`src/rtl/neo_pkg.sv`:
```
// Shared defaults, FSM states and event record for the NEO spike detector.
package neo_pkg;

  localparam int NEO_N_DEF  = 16;
  localparam int NEO_M_DEF  = 32;
  localparam int NEO_AW_DEF = $clog2(NEO_M_DEF);
  localparam int NEO_SW_DEF = NEO_N_DEF + NEO_AW_DEF;

  typedef enum logic [2:0] {
    IDLE,
    SUM,
    THRESH,
    DETECT,
    DONE
  } neo_state_t;

  typedef struct packed {
    logic [NEO_AW_DEF-1:0]       addr;
    logic signed [NEO_N_DEF-1:0] value;
  } neo_event_t;

  // Width of the accumulator that holds the sum of M clipped samples.
  function automatic int neo_sum_width(input int n, input int m);
    return n + $clog2(m);
  endfunction

endpackage

```
`src/rtl/neo_thresh_calc.sv`:
```
// Combinational adaptive threshold: mean of the clipped sum, times gain,
// saturated to the positive signed range and floored at THR_MIN.
module neo_thresh_calc
  import neo_pkg::*;
#(
  parameter int N       = NEO_N_DEF,
  parameter int M       = NEO_M_DEF,
  parameter int K_GAIN  = 4,
  parameter int THR_MIN = 16
) (
  input  logic [neo_sum_width(N, M)-1:0] sum,
  output logic signed [N-1:0]            thr
);

  localparam int AW = $clog2(M);
  localparam int PW = N + 8;
  localparam logic [PW-1:0] THR_MAX = PW'((2 ** (N - 1)) - 1);
  localparam logic [PW-1:0] FLOOR   = PW'(THR_MIN);

  logic [N-1:0]  mean;
  logic [PW-1:0] prod;
  logic [PW-1:0] capped;

  assign mean = N'(sum >> AW);
  assign prod = PW'(mean) * PW'(K_GAIN);

  always_comb begin
    capped = prod;
    if (prod > THR_MAX) begin
      capped = THR_MAX;
    end
    if (capped < FLOOR) begin
      capped = FLOOR;
    end
    thr = signed'(capped[N-1:0]);
  end

endmodule

```
`src/rtl/neo_spike_detector.sv`:
```
// Two-pass scan of the NEO result buffer: sum positives, derive a threshold,
// then stream one event per spike. NEO_REFRACT_EN adds a refractory window.
module neo_spike_detector
  import neo_pkg::*;
#(
  parameter int N       = NEO_N_DEF,
  parameter int M       = NEO_M_DEF,
  parameter int K_GAIN  = 4,
  parameter int THR_MIN = 16,
  parameter int REFRACT = 3
) (
  input  logic                    Clk,
  input  logic                    reset,
  input  logic                    start,
  output logic [$clog2(M)-1:0]    raddr,
  input  logic signed [N-1:0]     rdata,
  output logic                    ev_valid,
  input  logic                    ev_ready,
  output logic [$clog2(M)-1:0]    ev_addr,
  output logic signed [N-1:0]     ev_value,
  output logic                    busy,
  output logic                    done,
  output logic [$clog2(M):0]      spike_count
);

  localparam int AW = $clog2(M);
  localparam int SW = neo_sum_width(N, M);
  localparam int RW = (REFRACT < 1) ? 1 : $clog2(REFRACT + 1);
  localparam logic [AW-1:0] LAST = AW'(M - 1);

  neo_state_t state_reg, state_next;

  logic [AW-1:0]        raddr_reg;
  logic [AW-1:0]        eval_addr_reg;
  logic                 eval_valid_reg;
  logic [SW-1:0]        sum_reg;
  logic signed [N-1:0]  thr_reg;
  logic signed [N-1:0]  thr_calc;
  logic signed [N-1:0]  hold_reg;
  logic                 use_hold_reg;
  logic [RW-1:0]        refr_cnt_reg;
  logic                 ev_valid_reg;
  logic [AW-1:0]        ev_addr_reg;
  logic signed [N-1:0]  ev_value_reg;
  logic [AW:0]          count_reg;

  logic signed [N-1:0]  sample;
  logic [N-1:0]         clipped;
  logic                 eval_last;
  logic                 hit;
  logic                 stall;

  neo_thresh_calc #(
    .N       (N),
    .M       (M),
    .K_GAIN  (K_GAIN),
    .THR_MIN (THR_MIN)
  ) u_thresh (
    .sum (sum_reg),
    .thr (thr_calc)
  );

  // raddr stays put during a stall, so the stalled sample is replayed from hold_reg.
  assign sample    = use_hold_reg ? hold_reg : rdata;
  assign clipped   = rdata[N-1] ? '0 : rdata;
  assign eval_last = eval_valid_reg && (eval_addr_reg == LAST);
  assign hit       = (state_reg == DETECT) && eval_valid_reg &&
                     (refr_cnt_reg == '0) && (sample > thr_reg);
  assign stall     = hit && ev_valid_reg && !ev_ready;

  always_ff @(posedge Clk or negedge reset) begin
    if (!reset) begin
      state_reg <= IDLE;
    end else begin
      state_reg <= state_next;
    end
  end

  always_comb begin
    state_next = state_reg;
    busy       = 1'b0;
    done       = 1'b0;
    case (state_reg)
      IDLE: begin
        if (start) begin
          state_next = SUM;
        end
      end
      SUM: begin
        busy = 1'b1;
        if (eval_last) begin
          state_next = THRESH;
        end
      end
      THRESH: begin
        busy       = 1'b1;
        state_next = DETECT;
      end
      DETECT: begin
        busy = 1'b1;
        if (eval_last && !stall) begin
          state_next = DONE;
        end
      end
      DONE: begin
        busy       = 1'b1;
        done       = 1'b1;
        state_next = IDLE;
      end
      default: state_next = IDLE;
    endcase
  end

  always_ff @(posedge Clk or negedge reset) begin
    if (!reset) begin
      raddr_reg      <= '0;
      eval_addr_reg  <= '0;
      eval_valid_reg <= 1'b0;
      sum_reg        <= '0;
      thr_reg        <= '0;
      hold_reg       <= '0;
      use_hold_reg   <= 1'b0;
      refr_cnt_reg   <= '0;
    end else begin
      case (state_reg)
        IDLE: begin
          if (start) begin
            sum_reg        <= '0;
            raddr_reg      <= '0;
            eval_valid_reg <= 1'b0;
            use_hold_reg   <= 1'b0;
          end
        end
        SUM: begin
          if (eval_valid_reg) begin
            sum_reg <= sum_reg + SW'(clipped);
          end
          if (eval_last) begin
            raddr_reg      <= '0;
            eval_valid_reg <= 1'b0;
          end else begin
            raddr_reg      <= raddr_reg + AW'(1);
            eval_addr_reg  <= raddr_reg;
            eval_valid_reg <= 1'b1;
          end
        end
        THRESH: begin
          thr_reg        <= thr_calc;
          raddr_reg      <= '0;
          eval_valid_reg <= 1'b0;
          use_hold_reg   <= 1'b0;
          refr_cnt_reg   <= '0;
        end
        DETECT: begin
          if (stall) begin
            hold_reg     <= sample;
            use_hold_reg <= 1'b1;
          end else begin
            use_hold_reg <= 1'b0;
`ifdef NEO_REFRACT_EN
            if (hit) begin
              refr_cnt_reg <= RW'(REFRACT);
            end else if (eval_valid_reg && (refr_cnt_reg != '0)) begin
              refr_cnt_reg <= refr_cnt_reg - RW'(1);
            end
`endif
            if (eval_last) begin
              raddr_reg      <= '0;
              eval_valid_reg <= 1'b0;
            end else begin
              raddr_reg      <= raddr_reg + AW'(1);
              eval_addr_reg  <= raddr_reg;
              eval_valid_reg <= 1'b1;
            end
          end
        end
        default: ;
      endcase
    end
  end

  // A new event may load in the same cycle the previous one transfers.
  always_ff @(posedge Clk or negedge reset) begin
    if (!reset) begin
      ev_valid_reg <= 1'b0;
      ev_addr_reg  <= '0;
      ev_value_reg <= '0;
      count_reg    <= '0;
    end else begin
      if ((state_reg == IDLE) && start) begin
        count_reg <= '0;
      end
      if (hit && !stall) begin
        ev_valid_reg <= 1'b1;
        ev_addr_reg  <= eval_addr_reg;
        ev_value_reg <= sample;
        count_reg    <= count_reg + (AW + 1)'(1);
      end else if (ev_valid_reg && ev_ready) begin
        ev_valid_reg <= 1'b0;
      end
    end
  end

  assign raddr       = raddr_reg;
  assign ev_valid    = ev_valid_reg;
  assign ev_addr     = ev_addr_reg;
  assign ev_value    = ev_value_reg;
  assign spike_count = count_reg;

endmodule

```
`config.mk`:
```
export PLATFORM = sky130hd
export DESIGN_NAME = neo_spike_detector
export DESIGN_NICKNAME = d
export VERILOG_FILES = /design/src/rtl/neo_pkg.sv /design/src/rtl/neo_thresh_calc.sv /design/src/rtl/neo_spike_detector.sv
export SDC_FILE = /design/constraint.sdc
export NUM_CORES = 1
export LEC_CHECK = 0
export ABC_AREA = 0
export CAP_MARGIN = 15
export CORE_AREA = 3 3 120 122
export CTS_CLUSTER_DIAMETER = 120
export DETAILED_ROUTE_END_ITERATION = 6
export DIE_AREA = 0 0 123 125
export DONT_BUFFER_PORTS = 1
export GPL_TIMING_DRIVEN = 1
export HOLD_SLACK_MARGIN = 0.02
export SETUP_SLACK_MARGIN = 0.1
export SYNTH_ARGS = -nofsm -noshare
export SYNTH_HDL_FRONTEND = slang
export SYNTH_SLANG_ARGS = --single-unit
```
`constraint.sdc`:
```
create_clock -name Clk -period 4.12 [get_ports Clk]
set_input_delay 1.236 -clock Clk [delete_from_list [all_inputs] [get_ports Clk]]
set_output_delay 1.236 -clock Clk [all_outputs]
set_load 0.1 [all_outputs]
```
==> results.py <==
metrics = {
    "clock_network": {
        "hold_buffers": 0,
        "cts_buffers": 9,
        "root_buffer": "clkbuf_16",
        "cts_buffer_depth": 2,
        "cts_sinks": 95,
        "htreeDepth": 3,
        "cts_setup_buffers": 0,
        "clk_pin_slew_worst_paths_ns": 0.07,
        "cts_tree": "yes",
        "ctsResizeCount": 0,
        "clk_latency_ns": 0.35,
    },
    "floorplanning": {
        "die_h_um": 125,
        "core.rowCount": 42,
        "ios": 55,
        "fp.coreArea_sq_mm": 0.01330,
        "dieWidth_um": 123,
        "dieArea_sq_mm": 0.01538,
        "start_util_pct": 40.42,
    },
    "global_route": {
        "grt_pass1_wl_um": 20490,
        "grt_usage_pct": 16.72,
        "grt_pass1_vias": 3888,
        "grt_max_degree": 96,
        "antenna_found_initial": 0,
        "grtUsageMet1_pct": 23.22,
        "grtUsageMet2_pct": 26.50,
        "grt_overflow": 0,
        "grt_most_used_layer": "met2",
        "grtUsageMet3_pct": 3.749,
    },
    "route": {
        "drt-total-wl_um": 12350,
        "first_pass_iters": 4,
        "drt-initial-drc-count": 166,
        "routed_via_density": 5.599,
        "wl_per_cell_um": 18.08,
        "drc": 0,
        "postRouteAntennaNets": 0,
        "num_vias": 3824,
    },
    "flow_run": {
        "drv_cap": 0,
    },
    "critical_path": {
        "critPathRequiredTime_ns": 4.36,
        "arrival_ns": 3.94,
        "crit_path_start_kind": "input port",
        "rrSetupSlack_ns": 0.57,
        "crit_type": "input port to flop",
        "r2r_cells": 11,
        "r2r-end": "spike_count[3]$_DFFE_PN0P_",
        "cp_max_fo": 23,
        "reg2reg_from": "use_hold_reg$_DFFE_PN0P_",
        "endpoint_kind": "flop",
    },
    "worst_hold_path": {
        "hold_path_end": "hold_reg[0]$_DFFE_PN0P_",
        "hp-class": "flop to flop",
        "hold_depth": 2,
        "min-delay-start": "hold_reg[0]$_DFFE_PN0P_",
    },
    "yosys": {
        "syn_area_sq_mm": 0.005374,
        "ys_ff_latch": 95,
        "yosys-top-cells-count": "dfrtp_1 (95), mux2_2 (52), ha_1 (33), nand3_1 (33), nand2_1 (28)",
        "yosys-top-cells-area": "dfrtp_1 (44%), mux2_2 (11%), ha_1 (7.7%)",
        "avgSynthCellArea_sq_um": 10.62,
        "yosysTopAreaCellShare_pct": 44.24,
        "synth_cells": 506,
        "synth_nets": 560,
        "yosysTopAreaCell": "dfrtp_1",
        "yosys_warnings": 0,
        "ys.flop_type": "dfrtp_1",
        "yosys.cell_count.top_type": "dfrtp_1",
        "ys_types": 58,
        "synth_edf_count": 0,
        "async_flop_share_pct": 100.0,
        "yosysSeqAreaShare_pct": 44.24,
    },
    "timing": {
        "setup_violations": 0,
        "rsz0062_at_grt": "false",
        "fmax_mhz": 270.1,
        "tightest_slew_ns": 1.082,
        "drv_slew": 0,
        "finalSetupTns_ns": 0,
        "hold_violations": 0,
        "period_minus_slack_ns": 3.702,
        "fin_worst_skew_ns": 0.01177,
        "max_slew_margin_pct": 27.63,
        "min_period_over_period_pct": 89.86,
    },
    "cells_and_area": {
        "final_cells": 683,
        "drive_above_1_share_pct": 17.95,
        "area_delta_synth_final_pct": 9.337,
        "antenna_cells": 0,
        "largest_reg_flops": 21,
        "nets": 556,
    },
    "placement": {
        "globalplace.congestion": 0.7789,
        "placed_cells": 667,
        "numPortBuffers": 0,
        "dp_hpwl_um": 8881,
    },
    "run_status": {
        "outcome": "finished, final reports clean",
    },
}
-- final cells by class --
type	instances	area, sq um
multi-input cells	364	2819
fillers	1246	7420
clock inverters	6	50.05
flip-flops and latches	95	2377
repair buffers	10	87.58
inverters	22	82.58
well taps	176	220.2
clock buffers	10	239.0
-- worst max-delay path by stage --
stage / cells after the start / endpoint / startpoint / slack, ns
after floorplan: 11 / eval_addr_reg[2]$_DFFE_PN0P_ / rdata[9] / 0.21
after global placement: 10 / spike_count[3]$_DFFE_PN0P_ / rdata[9] / 0.13
after detailed placement: 10 / spike_count[3]$_DFFE_PN0P_ / rdata[9] / 0.09
after CTS: 10 / spike_count[3]$_DFFE_PN0P_ / rdata[9] / 0.45
after global routing: 10 / spike_count[3]$_DFFE_PN0P_ / rdata[9] / 0.34
final: 10 / spike_count[3]$_DFFE_PN0P_ / rdata[9] / 0.42
-- layout by cell type, fill, tap and decap left out, types with 3 or more instances in the layout --
| cell | instances |
|---|---|
| xnor2_1 | 8 |
| and3_1 | 5 |
| xor2_1 | 7 |
| o22ai_1 | 3 |
| and4_1 | 5 |
| clkbuf_16 | 9 |
| o21ai_0 | 27 |
| nand3b_1 | 3 |
| nand2_1 | 28 |
| mux2_4 | 5 |
| nor3_1 | 7 |
| a221o_1 | 5 |
| inv_6 | 3 |
| nor2b_1 | 18 |
| o22a_1 | 8 |
| mux2i_1 | 7 |
| ha_1 | 33 |
| dfrtp_1 | 95 |
| nand2b_1 | 4 |
| nand4_1 | 7 |
| a31oi_1 | 3 |
| a21o_1 | 14 |
| o21a_1 | 4 |
| buf_4 | 9 |
| nor4_1 | 4 |
| nand3_1 | 33 |
| nor3b_1 | 3 |
| inv_1 | 22 |
| nor2_1 | 18 |
| a21oi_1 | 19 |
| mux2_2 | 52 |
-- critical path: stages --
cell and delay, ns:
mux2_2 0.27, ha_1 0.31, a21o_1 0.18, a221o_1 0.37, o211ai_2 0.17, a31oi_1 0.13
or4b_1 0.60, buf_12 0.19, mux2_2 0.27, a21o_1 0.17
-- through the flow --
| step | setup slack, ns | hold slack [ns] | utilization (%) | area (sq um) |
|---|---|---|---|---|
| CTS | 0.4517 | 0.4997 | 44.19 | 5876 |
| global route | 0.3371 | 0.5152 | 44.19 | 5876 |
| finish | 0.4177 | 0.4917 | 44.19 | 5876 |
| global placement | 0.1255 | 0.4687 | 42.02 | 5587 |
| floorplan | 0.2135 | 0.4496 | - | 5374 |
| detailed placement | 0.08979 | 0.4834 | 42.02 | 5587 |
-- metal layers --
layer	share of wire [%]	routed length, um
met5	0	0
met4	1.1	140
met3	4.3	529
met2	48	5917
met1	47	5761
-- kinds of logic after synthesis --
| group | count (synthesis) | synth area share, % |
|---|---|---|
| buffers and inverters | 47 | 3.539 |
| flip-flops | 95 | 44.24 |
| AND/OR/NAND/NOR | 147 | 14.83 |
| XOR/XNOR | 16 | 2.608 |
| adder cells (fa/ha/maj) | 34 | 8.056 |
| multiplexers | 64 | 13.60 |
| AO/OA/AOI/OAI | 103 | 13.13 |
Power is not shown: default switching activity piles up to over one toggle a cycle in this logic, so the estimate is an artifact.
